===== src/rtl/memory_stage_pkg.sv =====
// Shared types for the memory stage: access sizes, FSM states and the decoded
// instruction fields consumed downstream of execute.
package pkg_opengpu;

    localparam int XLEN   = 32;
    localparam int ADDR_W = 32;

    typedef enum logic [1:0] {
        MEM_B = 2'd0,
        MEM_H = 2'd1,
        MEM_W = 2'd2
    } mem_size_t;

    typedef enum logic [1:0] {
        IDLE  = 2'd0,
        REQ   = 2'd1,
        WAIT  = 2'd2,
        DRAIN = 2'd3
    } mem_state_t;

    typedef struct packed {
        logic [4:0] rd;
        logic       reg_write;
        logic       mem_read;
        logic       mem_write;
        mem_size_t  mem_size;
        logic       mem_unsigned;
    } decoded_instr_t;

    function automatic logic is_misaligned(input mem_size_t size, input logic [1:0] off);
        logic mis;
        mis = 1'b0;
        case (size)
            MEM_H:   mis = off[0];
            MEM_W:   mis = (off != 2'b00);
            default: mis = 1'b0;
        endcase
        return mis;
    endfunction

endpackage


===== src/rtl/memory_stage_if.sv =====
// Data-memory request/response port: one response per accepted request,
// arriving at least one cycle after acceptance.
interface memory_stage_if #(
    parameter int ADDR_WIDTH = 32,
    parameter int DATA_WIDTH = 32
);
    logic                  req_valid;
    logic                  req_ready;
    logic [ADDR_WIDTH-1:0] req_addr;
    logic                  req_we;
    logic [DATA_WIDTH-1:0] req_wdata;
    logic [3:0]            req_wstrb;
    logic                  resp_valid;
    logic [DATA_WIDTH-1:0] resp_rdata;

    modport master (
        output req_valid, req_addr, req_we, req_wdata, req_wstrb,
        input  req_ready, resp_valid, resp_rdata
    );

    modport slave (
        input  req_valid, req_addr, req_we, req_wdata, req_wstrb,
        output req_ready, resp_valid, resp_rdata
    );
endinterface


===== src/rtl/memory_stage_lsu_align.sv =====
// Combinational lane steering: store data replication and byte strobes, plus
// load byte/half extraction with sign or zero extension.
module lsu_align
    import pkg_opengpu::*;
#(
    parameter int DATA_WIDTH = 32
) (
    input  mem_size_t             st_size,
    input  logic [1:0]            st_off,
    input  logic [DATA_WIDTH-1:0] st_data,
    output logic [DATA_WIDTH-1:0] st_wdata,
    output logic [3:0]            st_wstrb,
    input  mem_size_t             ld_size,
    input  logic [1:0]            ld_off,
    input  logic                  ld_unsigned,
    input  logic [DATA_WIDTH-1:0] ld_rdata,
    output logic [DATA_WIDTH-1:0] ld_data
);

    function automatic logic [DATA_WIDTH-1:0] ext_byte(input logic signed [7:0] b, input logic uns);
        logic signed [DATA_WIDTH-1:0] sx;
        sx = DATA_WIDTH'(b);
        return uns ? {{(DATA_WIDTH-8){1'b0}}, b} : sx;
    endfunction

    function automatic logic [DATA_WIDTH-1:0] ext_half(input logic signed [15:0] h, input logic uns);
        logic signed [DATA_WIDTH-1:0] sx;
        sx = DATA_WIDTH'(h);
        return uns ? {{(DATA_WIDTH-16){1'b0}}, h} : sx;
    endfunction

    logic [DATA_WIDTH-1:0] shifted;

    always_comb begin
        st_wdata = st_data;
        st_wstrb = 4'b1111;
        case (st_size)
            MEM_B: begin
                st_wdata = {4{st_data[7:0]}};
                st_wstrb = 4'b0001 << st_off;
            end
            MEM_H: begin
                st_wdata = {2{st_data[15:0]}};
                st_wstrb = 4'b0011 << st_off;
            end
            default: ;
        endcase
    end

    // The addressed byte/half is moved down to bit 0 before extension.
    always_comb begin
        shifted = ld_rdata >> {ld_off, 3'b000};
        case (ld_size)
            MEM_B:   ld_data = ext_byte(shifted[7:0], ld_unsigned);
            MEM_H:   ld_data = ext_half(shifted[15:0], ld_unsigned);
            default: ld_data = ld_rdata;
        endcase
    end

endmodule


===== src/rtl/memory_stage.sv =====
// Memory pipeline stage: passes ALU results through in one cycle and runs
// loads/stores over the valid/ready data port, stalling upstream meanwhile.
module memory_stage
    import pkg_opengpu::*;
#(
    parameter int ADDR_WIDTH = ADDR_W,
    parameter int DATA_WIDTH = XLEN
) (
    input  logic                   clk,
    input  logic                   rst_n,
    input  decoded_instr_t         decoded,
    input  logic [DATA_WIDTH-1:0]  alu_in,
    input  logic [DATA_WIDTH-1:0]  wdata_in,
    input  logic [ADDR_WIDTH-1:0]  pc_in,
    input  logic                   valid_in,
    input  logic                   flush,
    memory_stage_if.master         dmem,
    output logic                   mem_stall,
    output logic [DATA_WIDTH-1:0]  wb_data,
    output logic [4:0]             wb_rd,
    output logic                   wb_reg_write,
    output logic [ADDR_WIDTH-1:0]  pc_out,
    output logic                   valid_out,
    output logic                   misaligned_exc
);

    mem_state_t state, next_state;

    logic mem_op, misaligned, issue;

    logic [ADDR_WIDTH-1:0] req_addr_p0;
    mem_size_t             req_size_p0;
    logic                  req_unsigned_p0;
    logic                  req_load_p0;
    logic                  req_we_p0;
    logic [4:0]            req_rd_p0;
    logic [ADDR_WIDTH-1:0] req_pc_p0;
    logic [DATA_WIDTH-1:0] req_wdata_p0;
    logic [3:0]            req_wstrb_p0;

    logic [DATA_WIDTH-1:0] st_wdata;
    logic [3:0]            st_wstrb;
    logic [DATA_WIDTH-1:0] ld_data;

    assign mem_op     = valid_in && (decoded.mem_read || decoded.mem_write);
    assign misaligned = mem_op && is_misaligned(decoded.mem_size, alu_in[1:0]);
    assign issue      = mem_op && !misaligned && !flush;

    // Store lanes are formatted from the incoming operands; loads are extracted
    // using the latched request so the response can arrive much later.
    lsu_align #(.DATA_WIDTH(DATA_WIDTH)) u_align (
        .st_size     (decoded.mem_size),
        .st_off      (alu_in[1:0]),
        .st_data     (wdata_in),
        .st_wdata    (st_wdata),
        .st_wstrb    (st_wstrb),
        .ld_size     (req_size_p0),
        .ld_off      (req_addr_p0[1:0]),
        .ld_unsigned (req_unsigned_p0),
        .ld_rdata    (dmem.resp_rdata),
        .ld_data     (ld_data)
    );

    always_ff @(posedge clk or negedge rst_n) begin
        if (!rst_n) state <= IDLE;
        else        state <= next_state;
    end

    // A response coinciding with a flush in WAIT is consumed here rather than
    // drained, otherwise DRAIN would wait for a response that never comes.
    always_comb begin
        next_state = state;
        mem_stall  = 1'b0;
        case (state)
            IDLE: begin
                if (issue) begin
                    next_state = REQ;
                    mem_stall  = 1'b1;
                end
            end
            REQ: begin
                mem_stall = 1'b1;
                if (dmem.req_ready) next_state = flush ? DRAIN : WAIT;
                else if (flush)     next_state = IDLE;
            end
            WAIT: begin
                if (dmem.resp_valid) next_state = IDLE;
                else begin
                    mem_stall = 1'b1;
                    if (flush) next_state = DRAIN;
                end
            end
            DRAIN: begin
                if (dmem.resp_valid) next_state = IDLE;
                else                 mem_stall = 1'b1;
            end
            default: next_state = IDLE;
        endcase
    end

    // ---- stage p0: request register ----
    always_ff @(posedge clk or negedge rst_n) begin
        if (!rst_n) begin
            req_addr_p0     <= '0;
            req_size_p0     <= MEM_B;
            req_unsigned_p0 <= 1'b0;
            req_load_p0     <= 1'b0;
            req_we_p0       <= 1'b0;
            req_rd_p0       <= '0;
            req_pc_p0       <= '0;
            req_wdata_p0    <= '0;
            req_wstrb_p0    <= '0;
        end else if (state == IDLE && issue) begin
            req_addr_p0     <= ADDR_WIDTH'(alu_in);
            req_size_p0     <= decoded.mem_size;
            req_unsigned_p0 <= decoded.mem_unsigned;
            req_load_p0     <= decoded.mem_read && !decoded.mem_write;
            req_we_p0       <= decoded.mem_write;
            req_rd_p0       <= decoded.rd;
            req_pc_p0       <= pc_in;
            req_wdata_p0    <= st_wdata;
            req_wstrb_p0    <= decoded.mem_write ? st_wstrb : 4'b0000;
        end
    end

    assign dmem.req_valid = (state == REQ);
    assign dmem.req_addr  = {req_addr_p0[ADDR_WIDTH-1:2], 2'b00};
    assign dmem.req_we    = req_we_p0;
    assign dmem.req_wdata = req_wdata_p0;
    assign dmem.req_wstrb = req_wstrb_p0;

    // ---- stage p1: writeback registers ----
    always_ff @(posedge clk or negedge rst_n) begin
        if (!rst_n) begin
            wb_data        <= '0;
            wb_rd          <= '0;
            wb_reg_write   <= 1'b0;
            pc_out         <= '0;
            valid_out      <= 1'b0;
            misaligned_exc <= 1'b0;
        end else begin
            valid_out      <= 1'b0;
            misaligned_exc <= 1'b0;
            wb_reg_write   <= 1'b0;
            case (state)
                IDLE: begin
                    if (valid_in && !flush) begin
                        if (misaligned) begin
                            misaligned_exc <= 1'b1;
                        end else if (!mem_op) begin
                            wb_data      <= alu_in;
                            wb_rd        <= decoded.rd;
                            wb_reg_write <= decoded.reg_write;
                            pc_out       <= pc_in;
                            valid_out    <= 1'b1;
                        end
                    end
                end
                WAIT: begin
                    if (dmem.resp_valid && !flush) begin
                        wb_data      <= req_load_p0 ? ld_data : '0;
                        wb_rd        <= req_rd_p0;
                        wb_reg_write <= req_load_p0;
                        pc_out       <= req_pc_p0;
                        valid_out    <= 1'b1;
                    end
                end
                default: ;
            endcase
        end
    end

endmodule

===== src/flat_wrapper.sv =====
// flat-port wrapper written by rule: the top's interface ports become plain ports
module memory_stage_flat import pkg_opengpu::*;
#(
    parameter int ADDR_WIDTH = ADDR_W,
    parameter int DATA_WIDTH = XLEN
)
  (clk, rst_n, decoded, alu_in, wdata_in, pc_in, valid_in, flush, mem_stall, wb_data, wb_rd, wb_reg_write, pc_out, valid_out, misaligned_exc, dmem_req_valid, dmem_req_addr, dmem_req_we, dmem_req_wdata, dmem_req_wstrb, dmem_req_ready, dmem_resp_valid, dmem_resp_rdata);
  memory_stage_if #(.ADDR_WIDTH(ADDR_WIDTH), .DATA_WIDTH(DATA_WIDTH)) dmem_i ();
  input  logic clk;
  input  logic rst_n;
  input  decoded_instr_t decoded;
  input  logic [DATA_WIDTH-1:0] alu_in;
  input  logic [DATA_WIDTH-1:0] wdata_in;
  input  logic [ADDR_WIDTH-1:0] pc_in;
  input  logic valid_in;
  input  logic flush;
  output logic mem_stall;
  output logic [DATA_WIDTH-1:0] wb_data;
  output logic [4:0] wb_rd;
  output logic wb_reg_write;
  output logic [ADDR_WIDTH-1:0] pc_out;
  output logic valid_out;
  output logic misaligned_exc;
  output wire logic [$bits(dmem_i.req_valid)-1:0] dmem_req_valid;
  output wire logic [$bits(dmem_i.req_addr)-1:0] dmem_req_addr;
  output wire logic [$bits(dmem_i.req_we)-1:0] dmem_req_we;
  output wire logic [$bits(dmem_i.req_wdata)-1:0] dmem_req_wdata;
  output wire logic [$bits(dmem_i.req_wstrb)-1:0] dmem_req_wstrb;
  input wire logic [$bits(dmem_i.req_ready)-1:0] dmem_req_ready;
  input wire logic [$bits(dmem_i.resp_valid)-1:0] dmem_resp_valid;
  input wire logic [$bits(dmem_i.resp_rdata)-1:0] dmem_resp_rdata;
  assign dmem_req_valid = dmem_i.req_valid;
  assign dmem_req_addr = dmem_i.req_addr;
  assign dmem_req_we = dmem_i.req_we;
  assign dmem_req_wdata = dmem_i.req_wdata;
  assign dmem_req_wstrb = dmem_i.req_wstrb;
  assign dmem_i.req_ready = dmem_req_ready;
  assign dmem_i.resp_valid = dmem_resp_valid;
  assign dmem_i.resp_rdata = dmem_resp_rdata;
  memory_stage #(.ADDR_WIDTH(ADDR_WIDTH), .DATA_WIDTH(DATA_WIDTH)) u_core (.clk(clk), .rst_n(rst_n), .decoded(decoded), .alu_in(alu_in), .wdata_in(wdata_in), .pc_in(pc_in), .valid_in(valid_in), .flush(flush), .dmem(dmem_i), .mem_stall(mem_stall), .wb_data(wb_data), .wb_rd(wb_rd), .wb_reg_write(wb_reg_write), .pc_out(pc_out), .valid_out(valid_out), .misaligned_exc(misaligned_exc));
endmodule

===== config.mk =====
export PLATFORM = sky130hd
export DESIGN_NAME = memory_stage_flat
export DESIGN_NICKNAME = d
export VERILOG_FILES = /design/src/rtl/memory_stage_pkg.sv /design/src/rtl/memory_stage_if.sv /design/src/rtl/memory_stage_lsu_align.sv /design/src/rtl/memory_stage.sv /design/src/flat_wrapper.sv
export SDC_FILE = /design/constraint.sdc
export NUM_CORES = 1
export LEC_CHECK = 0
export CAP_MARGIN = 5
export CORE_MARGIN = 2
export CORE_UTILIZATION = 47
export DETAILED_ROUTE_END_ITERATION = 8
export PLACE_DENSITY = 0.92
export SYNTH_ARGS = -nofsm -noshare
export SYNTH_HDL_FRONTEND = slang
export SYNTH_SLANG_ARGS = --single-unit
export TNS_END_PERCENT = 100

===== constraint.sdc =====
create_clock -name clk -period 2.7 [get_ports clk]
set_input_delay 0.81 -clock clk [delete_from_list [all_inputs] [get_ports clk]]
set_output_delay 0.81 -clock clk [all_outputs]
set_load 0.02 [all_outputs]

==> results <==
registers in the layout, indices dropped and copies added (netlist names):
register and count:
u_core.pc_out 32, u_core.misaligned_exc 1, u_core.wb_rd 5, u_core.req_addr_p0 32, u_core.req_unsigned_p0 1, u_core.wb_data 32
u_core.dmem.req_wstrb 4, u_core.state 2, u_core.req_pc_p0 32, u_core.wb_reg_write 1, u_core.req_load_p0 1, u_core.valid_out 1
u_core.req_rd_p0 5, u_core.dmem.req_we 1, u_core.dmem.req_wdata 32, u_core.req_size_p0 2
kinds of logic after synthesis:
logic type               after synthesis
other                                  1
XOR/XNOR                               1
multiplexers                         131
adder cells (fa/ha/maj)                3
buffers and inverters                102
flip-flops                           184
AND/OR/NAND/NOR                      205
AO/OA/AOI/OAI                        160
worst max-delay path: cells and delay by family:
kind	cells	cell delay (ns)
AOI/OAI and AO/OA	2	0.42
muxes	1	0.10
adders and majority gates	1	0.25
buffers and inverters	3	0.31
metal layers:
metal / track usage, % / up-vias
met3: 5.432 / 63
met1: 33.16 / 3649
met2: 39.97 / 347
met5: 0 / -
li1: - / 3307
met4: 10.73 / 0
worst max-delay path by stage:
stage               cells after the start        from   endpoint  slack [ns]
finish                                  7  decoded[1]  mem_stall      -0.002
global route                            7  decoded[1]  mem_stall       -0.06
CTS                                     7  decoded[2]  mem_stall        0.02
detailed placement                      7  decoded[1]  mem_stall       -0.93
global placement                        7  decoded[1]  mem_stall       -0.85
floorplan                               5  decoded[1]  mem_stall        0.08
timing repair:
item,CTS,global route
pin swaps,2,3
gates resized for setup,21,20
setup endpoints to repair,1,2
setup buffers,2,0
power breakdown:
| part | internal [mW] | total (mW) | switching, mW | leakage, nW |
|---|---|---|---|---|
| combinational | 3.78 | 7.18 | 3.40 | 3.29 |
| clock | 1.35 | 2.58 | 1.23 | 0.301 |
| sequential | 4.09 | 5.03 | 0.946 | 2.19 |
| total | 9.21 | 14.8 | 5.57 | 5.79 |
through the flow:
step,instances,setup TNS [ns]
global route,1321,-0.05573
CTS,1321,0
global placement,1287,-17.81
detailed placement,1287,-24.79
finish,1321,-0.001515
floorplan,788,0
Yosys cell counts (2+ instances only):
library cell	instances	area (um^2)
nand3b_1	7	52.55
buf_4	35	262.8
nor2b_1	4	25.02
mux2_4	95	1426
o21ai_1	6	30.03
a222oi_1	6	60.06
nand2_1	104	390.4
nor2_1	56	210.2
a31oi_1	37	231.5
dfrtp_1	184	4604
a22oi_1	9	67.56
o21ai_0	22	110.1
buf_2	15	75.07
mux2_2	18	202.7
a21oi_1	23	115.1
mux2i_1	18	180.2
a221oi_1	17	148.9
a22o_1	8	70.07
and4_1	17	148.9
o221ai_1	8	70.07
o211ai_1	7	52.55
inv_1	8	30.03
buf_6	11	123.9
buf_1	3	11.26
a2bb2oi_1	7	61.31
nand3_1	2	10.01
nand2b_1	6	37.54
clkbuf_1	29	108.9
ha_1	3	37.54
o22ai_1	2	12.51
area by class of cell:
type	instances	area, um^2
fill	1372	6364
sequential	184	4606
multi-input combinational	502	4005
timing repair buffer	329	3294
clock buffer	17	425.4
tap	265	331.6
clock inverter	15	201.4
inverter	9	43.79
==> reports/qor.csv <==
metric,value,unit
final setup margin,-0.001515,ns
cts bufs inserted,17,
highest metal used,met4,
total power,14.79,mW
"commonest non-fill, non-tap cell in the layout",clkdlybuf4s50_1,
CP Launch Type,primary input,
DP Worst Slack,-0.9252,ns
CTS sink cnt,184,
FMAX,0.3702,GHz
RSZ-0062 raised after global routing,yes,
Peak VDD IR,0.5638,mV
maxcap violations,0,
H-tree depth,4,
vias per std cell,5.576,
Util after Layout,66.98,%
row count,51,
Setup Crit Path Kind,primary input to output port,
Slew Limit Fails,0,
number of remaining DRC errors,0,
HPWL Detailed,19000,um
# diodes,0,
fin crit period,2.702,ns
Syn. warnings,0,
Max Root-Sink Buffers,2,
CTS tree,yes,
XOR/XNOR share of the synthesized area,0.09584,%
power density over cell area,1146,nW/um^2
failing checks,negative setup slack,
vias,7366,
Syn-to-layout area delta,41.24,%
Rel. slew slack,48.21,%
Post-synth top flop,dfrtp_1,
Synth Area in Simple Gates,10.50,%
crit path max fanout,3,
"Clk Latency, worst-skew pair",0.43,ns
Mapped Area,9139,um^2
register area share after synthesis,50.38,%
core area,19270,um^2
M1 wire length,10950,um
syn_area_per_cell,11.61,um^2
average wire per standard cell,20.22,um
FF-to-FF setup slack,0.59,ns
"commonest non-fill, non-tap cells in the layout","clkdlybuf4s50_1, dfrtp_1, nand2_1",
"FF+latch count, synth",184,
reg2reg path depth,4,
input/output buffers,285,
clock transition at the registers of the reported paths,0.07,ns
global-route wire length before repair,40330,um
Worst R2R End,u_core.wb_data[11]$_DFFE_PN0P_,
post-synthesis cell type count,50,
Worst Max-Slew Pin Slew,0.7768,ns
launching point of the worst reg2reg path,u_core.req_addr_p0[1]$_DFFE_PN0P_,
Initial Util,47.42,%
die area,20580,um^2
Max stage delay on crit path,0.25,ns
largest family of logic cells by synthesized area,multiplexers,
hold buffer count at cts,0,
GRT Overall Usage,25.08,%
worst hold margin,0.3657,ns
Ports,288,
gpl congestion,0.8645,
final instance area,12910,um^2
"EDFF count, synth",0,
post-synthesis mux area share,19.80,%
chip height,143.4,um
initial antenna violation count,0,
CP max-delay cell,ha_4,
clock skew,0.01570,ns
status,"complete, but fails checks",
largest net degree at the start of global routing,56,
met3 wire length,1914,um
crit share post-route,100.1,%
nets@finish,1191,
critical path endpoint category,output port,
Cells after Synth,787,
vias in the first global route,7422,
total grt overflow,0,
Setup Viol. Count Final,1,
"antenna viol nets, final",0,
post-synthesis compound-gate area fraction,12.03,%
fraction of layout cells with a size suffix above 1,19.89,%
Clock Root Buffer,clkbuf_16,
routed wire length,26720,um
drt pass-1 iters,5,
Placed Area,12190,um^2
Die W,143.4,um
Adder-Cell Fraction of Synth Area,0.4107,%
worst path cell trace,buf_8 -> inv_6 -> ha_4 -> a21bo_4 -> a41oi_2 -> mux2i_1 -> buf_4,
worst endpoint required time,1.89,ns
asr flop ratio synth,100.0,%
Final Hold Fails,0,
worst hold path type,primary input to asynchronous set/reset pin,
CP arrival,1.89,ns
Leakage,5.790,nW
Iter 0 DRT Violations,553,
metal2 WL,12860,um
(Power assumes the default switching activity.)
==> patch 1, RTL diff (same settings) <==
`ADDR_W`: 32 -> 28.
--- a/src/rtl/memory_stage_pkg.sv
+++ b/src/rtl/memory_stage_pkg.sv
@@ -3,7 +3,7 @@
 package pkg_opengpu;
 
     localparam int XLEN   = 32;
-    localparam int ADDR_W = 32;
+    localparam int ADDR_W = 28;
 
     typedef enum logic [1:0] {
         MEM_B = 2'd0,
Ports: changed (resized dmem_req_addr, pc_in and pc_out); port bits go from 288 to 276. No check against the original RTL was run, so the function may have changed too.
==> patch 1 against the original RTL <==
- design area down 5.6%
- total power down 8.2%
- setup slack better by 0.015 ns
- count of clock-buffer cells in the layout up 2
- routed wire length down 6.9%
- register-to-register slack worse by 0.09 ns
- sequential cell count down 12
- area after synthesis down 6.0%
- final cell count down 7.1%
- highest routed layer unchanged
- combinational power down 7.0%
- first-iteration DRC count down 4.7%
==> patch 1: results (changes against the original RTL) <==
\begin{tabular}{lr}
\hline
Metric & Value \\
\hline
\multicolumn{2}{l}{\textbf{Power and ir drop}} \\
\quad Part of the power in combinational logic & 49.2\% (+0.7 points) \\
\quad Largest voltage drop on the vdd net & 0.000652 V (+16\%) \\
\quad Sw Ratio & 37.2\% (-0.49 points) \\
\quad Sequential power & 4640 uW (-7.8\%) \\
\multicolumn{2}{l}{\textbf{STA}} \\
\quad Slew at the pin closest to its max-slew limit & 0.662 ns (-0.115 ns) \\
\multicolumn{2}{l}{\textbf{Route}} \\
\quad Total wirelength of the detailed-routed design & 24900 um (-6.9\%) \\
\quad Wl on met1 & 9730 um (-11\%) \\
\quad Average routed wire per standard cell & 20.3 um (+0.19\%) \\
\quad Number of violations reported at the end of detailed-routing iteration 0 & 527 (-4.7\%) \\
\quad Via count normalized by instance count & 5.67 (+1.7\%) \\
\multicolumn{2}{l}{\textbf{Status}} \\
\quad Status & complete, no violations \\
\multicolumn{2}{l}{\textbf{Critical path}} \\
\quad Critical R2R Capture & u\_core.wb\_data[21] \\
\quad Internal reg-to-reg setup slack & 0.50 ns (-0.09 ns) \\
\quad R2R depth & 5 (+1) \\
\multicolumn{2}{l}{\textbf{Layout}} \\
\quad Number of nets at the end of the flow & 1130 (-5.1\%) \\
\quad Ratio of cells with drive above 1 in the final layout & 20.5\% (+0.65 points) \\
\multicolumn{2}{l}{\textbf{GRT}} \\
\quad Met3 track demand over resource & 6.25\% (+0.82 points) \\
\quad Largest net degree at the start of global routing & 70 (+25\%) \\
\quad Overall global routing resource usage & 26.1\% (+1.0 points) \\
\multicolumn{2}{l}{\textbf{Placement}} \\
\quad Cell count after placement & 1194 (-7.2\%) \\
\quad IO buf count & 273 (-4.2\%) \\
\quad Pre-CTS worst setup slack & -0.850 ns (+0.0754 ns) \\
\multicolumn{2}{l}{\textbf{Synthesis}} \\
\quad Commonest cells post-synth & sky130\_fd\_sc\_hd\_\_dfrtp\_1 (172), sky130\_fd\_sc\_hd\_\_nand2\_1 (98), sky130\_fd\_sc\_hd\_\_mux2\_4 (74) \\
\quad Synth Instances & 727 (-7.6\%) \\
\quad Top cells by area, synth & sky130\_fd\_sc\_hd\_\_dfrtp\_1 (50\%), sky130\_fd\_sc\_hd\_\_mux2\_4 (13\%), sky130\_fd\_sc\_hd\_\_mux2i\_1 (5.5\%), sky130\_fd\_sc\_hd\_\_nand2\_1 (4.3\%), sky130\_fd\_sc\_hd\_\_mux2\_2 (4.2\%) \\
\quad Synth unique cells & 48 (-4.0\%) \\
\quad Xor and xnor fraction of the mapped netlist area & 0.102\% (+0.0062 points) \\
\hline
\end{tabular}
==> patch 1: cell type report <==
| cell class | count | area, um2 | share of cell area, % |
|---|---|---|---|
| timing repair buffer | 321 | 3200 | 26.2 |
| sequential | 172 | 4300 | 35.3 |
| inverter | 11 | 46.3 | 0.380 |
| clock buffer | 19 | 443 | 3.64 |
| multi-input combinational | 463 | 3820 | 31.3 |
| clock inverter | 12 | 91.3 | 0.750 |
| tap | 229 | 287 | 2.35 |
==> patch 1: critical path, cell delays in order <==
cell	delay, ns
sky130_fd_sc_hd__buf_2	0.12
sky130_fd_sc_hd__inv_4	0.05
sky130_fd_sc_hd__ha_4	0.25
sky130_fd_sc_hd__a21bo_4	0.22
sky130_fd_sc_hd__a21oi_2	0.14
sky130_fd_sc_hd__mux2i_1	0.11
sky130_fd_sc_hd__buf_4	0.18
==> patch 2, RTL diff (config.mk and constraints unchanged) <==
Made on the original files. Reset style: synchronous (`rst_n`), changed in 3 clocked blocks.
--- a/src/rtl/memory_stage.sv
+++ b/src/rtl/memory_stage.sv
@@ -61,7 +61,7 @@
         .ld_data     (ld_data)
     );
 
-    always_ff @(posedge clk or negedge rst_n) begin
+    always_ff @(posedge clk) begin
         if (!rst_n) state <= IDLE;
         else        state <= next_state;
     end
@@ -99,7 +99,7 @@
     end
 
     // ---- stage p0: request register ----
-    always_ff @(posedge clk or negedge rst_n) begin
+    always_ff @(posedge clk) begin
         if (!rst_n) begin
             req_addr_p0     <= '0;
             req_size_p0     <= MEM_B;
@@ -130,7 +130,7 @@
     assign dmem.req_wstrb = req_wstrb_p0;
 
     // ---- stage p1: writeback registers ----
-    always_ff @(posedge clk or negedge rst_n) begin
+    always_ff @(posedge clk) begin
         if (!rst_n) begin
             wb_data        <= '0;
             wb_rd          <= '0;
Formal check against the unedited RTL: differs if rst_n is asserted again (counterexample within 4 cycles, from zero or initial values and one cycle with rst_n low); with rst_n held inactive, the same outputs for 4 cycles.
==> patch 2 against the original RTL <==
- the flow still finishes with violations (negative setup slack)
- critical path depth increased by 1
- area after synthesis is 7.5% lower
- design area is 4.7% lower
- die area shrank 7.3%
- routed wire length is 12% higher
- setup slack worse by 0.49 ns
- sequential share of layout area down 5.7 points
- sequential cell count is the same
- largest cell class is now multi-input gates
Power is not compared: it rests on default switching activity, and its combinational part moved more than twofold at a synthesized area within 25%.
==> patch 2: results (changes against the original RTL) <==
\begin{tabular}{lr}
\hline
Metric & Value \\
\hline
\multicolumn{2}{l}{\textbf{Status}} \\
\quad Status & finished with violations \\
\quad Failing checks & negative setup slack \\
\multicolumn{2}{l}{\textbf{Route}} \\
\quad Met3 routed wirelength & 3180 um (+66\%) \\
\quad Number of detailed-route iterations in the first pass & 7 (+2) \\
\quad Average routed wire per standard cell & 20.6 um (+1.8\%) \\
\quad Met2 WL post-DR & 14100 um (+9.5\%) \\
\quad Wl on met1 & 11200 um (+2.3\%) \\
\multicolumn{2}{l}{\textbf{Placement}} \\
\quad Detailed Place HPWL & 20300 um (+7.0\%) \\
\quad Routability-driven placement congestion ratio & 0.885 (+2.3\%) \\
\multicolumn{2}{l}{\textbf{Layout}} \\
\quad Number of inserted filler cells in the final layout & 1373 (+0.073\%) \\
\quad Post-layout instance count excluding filler cells & 1458 (+10\%) \\
\quad Ratio of cells with drive above 1 in the final layout & 10.0\% (-9.9 points) \\
\multicolumn{2}{l}{\textbf{Synthesis}} \\
\quad Main flop type after synthesis & sky130\_fd\_sc\_hd\_\_dfxtp\_1 \\
\quad Sequential area share after synthesis & 43.6\% (-6.8 points) \\
\quad Avg Inst Size Synth & 8.59 um2 (-26\%) \\
\quad Commonest cells post-synth & sky130\_fd\_sc\_hd\_\_dfxtp\_1 (184), sky130\_fd\_sc\_hd\_\_a21oi\_1 (144), sky130\_fd\_sc\_hd\_\_o21ai\_0 (119) \\
\quad Synth unique cells & 48 (-4.0\%) \\
\quad Proportion of synthesized flip-flops having asynchronous set or reset & 0\% (-100 points) \\
\multicolumn{2}{l}{\textbf{GRT}} \\
\quad Antenna violations before repair & 1 (+1) \\
\quad First-pass GRT wire length & 46800 um (+16\%) \\
\multicolumn{2}{l}{\textbf{STA}} \\
\quad Setup-violating endpoint count in the final report & 1 (unchanged) \\
\quad Smallest setup slack after layout & -0.490 ns (-0.488 ns) \\
\quad Slew at the pin closest to its max-slew limit & 0.871 ns (+0.0942 ns) \\
\multicolumn{2}{l}{\textbf{Critical path}} \\
\quad CP delay by family, top & simple AND/OR/NAND/NOR gates \\
\quad Maximum net fanout on the critical path & 2 (-1) \\
\quad Slowest CP cell & sky130\_fd\_sc\_hd\_\_or4b\_4 \\
\multicolumn{2}{l}{\textbf{Worst hold path}} \\
\quad Path class of the lowest-slack min-delay path & flip-flop to flip-flop \\
\hline
\end{tabular}
patch 2: per-stage QoR:
step	power (uW)	cell area [um2]	worst slack [ns]
after global routing	7230	12300	-0.526
after global placement	4340	11600	-1.38
after CTS	7000	12300	-0.519
after detailed placement	4370	11600	-1.43
after floorplan	3670	8510	-0.522
final	7000	12300	-0.490
patch 2: metal layers:
layer / vias up / global-route usage (%)
li1: 4073 / -
met1: 4296 / 36.9
met2: 634 / 48.8
met3: 133 / 7.90
met4: 0 / 16.6
met5: - / 0
patch 2: path summary, 6_finish.rpt:
path                                to  slack [ns]             startpoint  cells past startpoint
hold reg to reg   u_core.req_pc_p0[15]        0.48   u_core.req_pc_p0[15]                      2
setup reg to reg    u_core.wb_data[15]        0.65  u_core.req_addr_p0[1]                      4
setup / recovery             mem_stall       -0.49             decoded[1]                      8
hold / removal    u_core.req_pc_p0[15]        0.48   u_core.req_pc_p0[15]                      2
patch 2: area by class of cell:
| type | count | share of cell area (%) |
|---|---|---|
| multi-input combinational | 658 | 33.7 |
| sequential | 184 | 29.9 |
| timing repair buffer | 349 | 28.8 |
| clock buffer | 20 | 3.71 |
| tap | 229 | 2.33 |
| clock inverter | 12 | 1.33 |
| inverter | 5 | 0.214 |
| antenna | 1 | 0.0203 |
patch 2: timing repair:
action | CTS | global route
resized for setup | 21 | 1
setup endpoints to repair | 28 | 1
setup buffers | 2 | 2
pin swaps | 5 | 5
patch 2: tightest hold or removal path: cells and delay by family, from the launching register on:
kind,cells,cell delay [ns]
flip-flops,1,0.31
AO/OA/AOI/OAI,2,0.12
patch 2: cell families after synthesis:
family	after synthesis	share of synthesized area [%]
AND/OR/NAND/NOR	183	11.1
buffers and inverters	143	8.35
adder cells (fa/ha/maj)	3	0.444
flip-flops	184	43.6
multiplexers	54	6.54
XOR/XNOR	1	0.104
AO/OA/AOI/OAI	415	29.8
other	1	0.0444
patch 2: power groups by stage:
stage / Clock [uW] / Sequential, uW / Combinational, uW
final: 2660 / 2940 / 1400
after CTS: 2680 / 2940 / 1380
after floorplan: 0 / 3070 / 595
after global placement: 0 / 2990 / 1350
after detailed placement: 0 / 3000 / 1370
after global routing: 2790 / 2950 / 1490
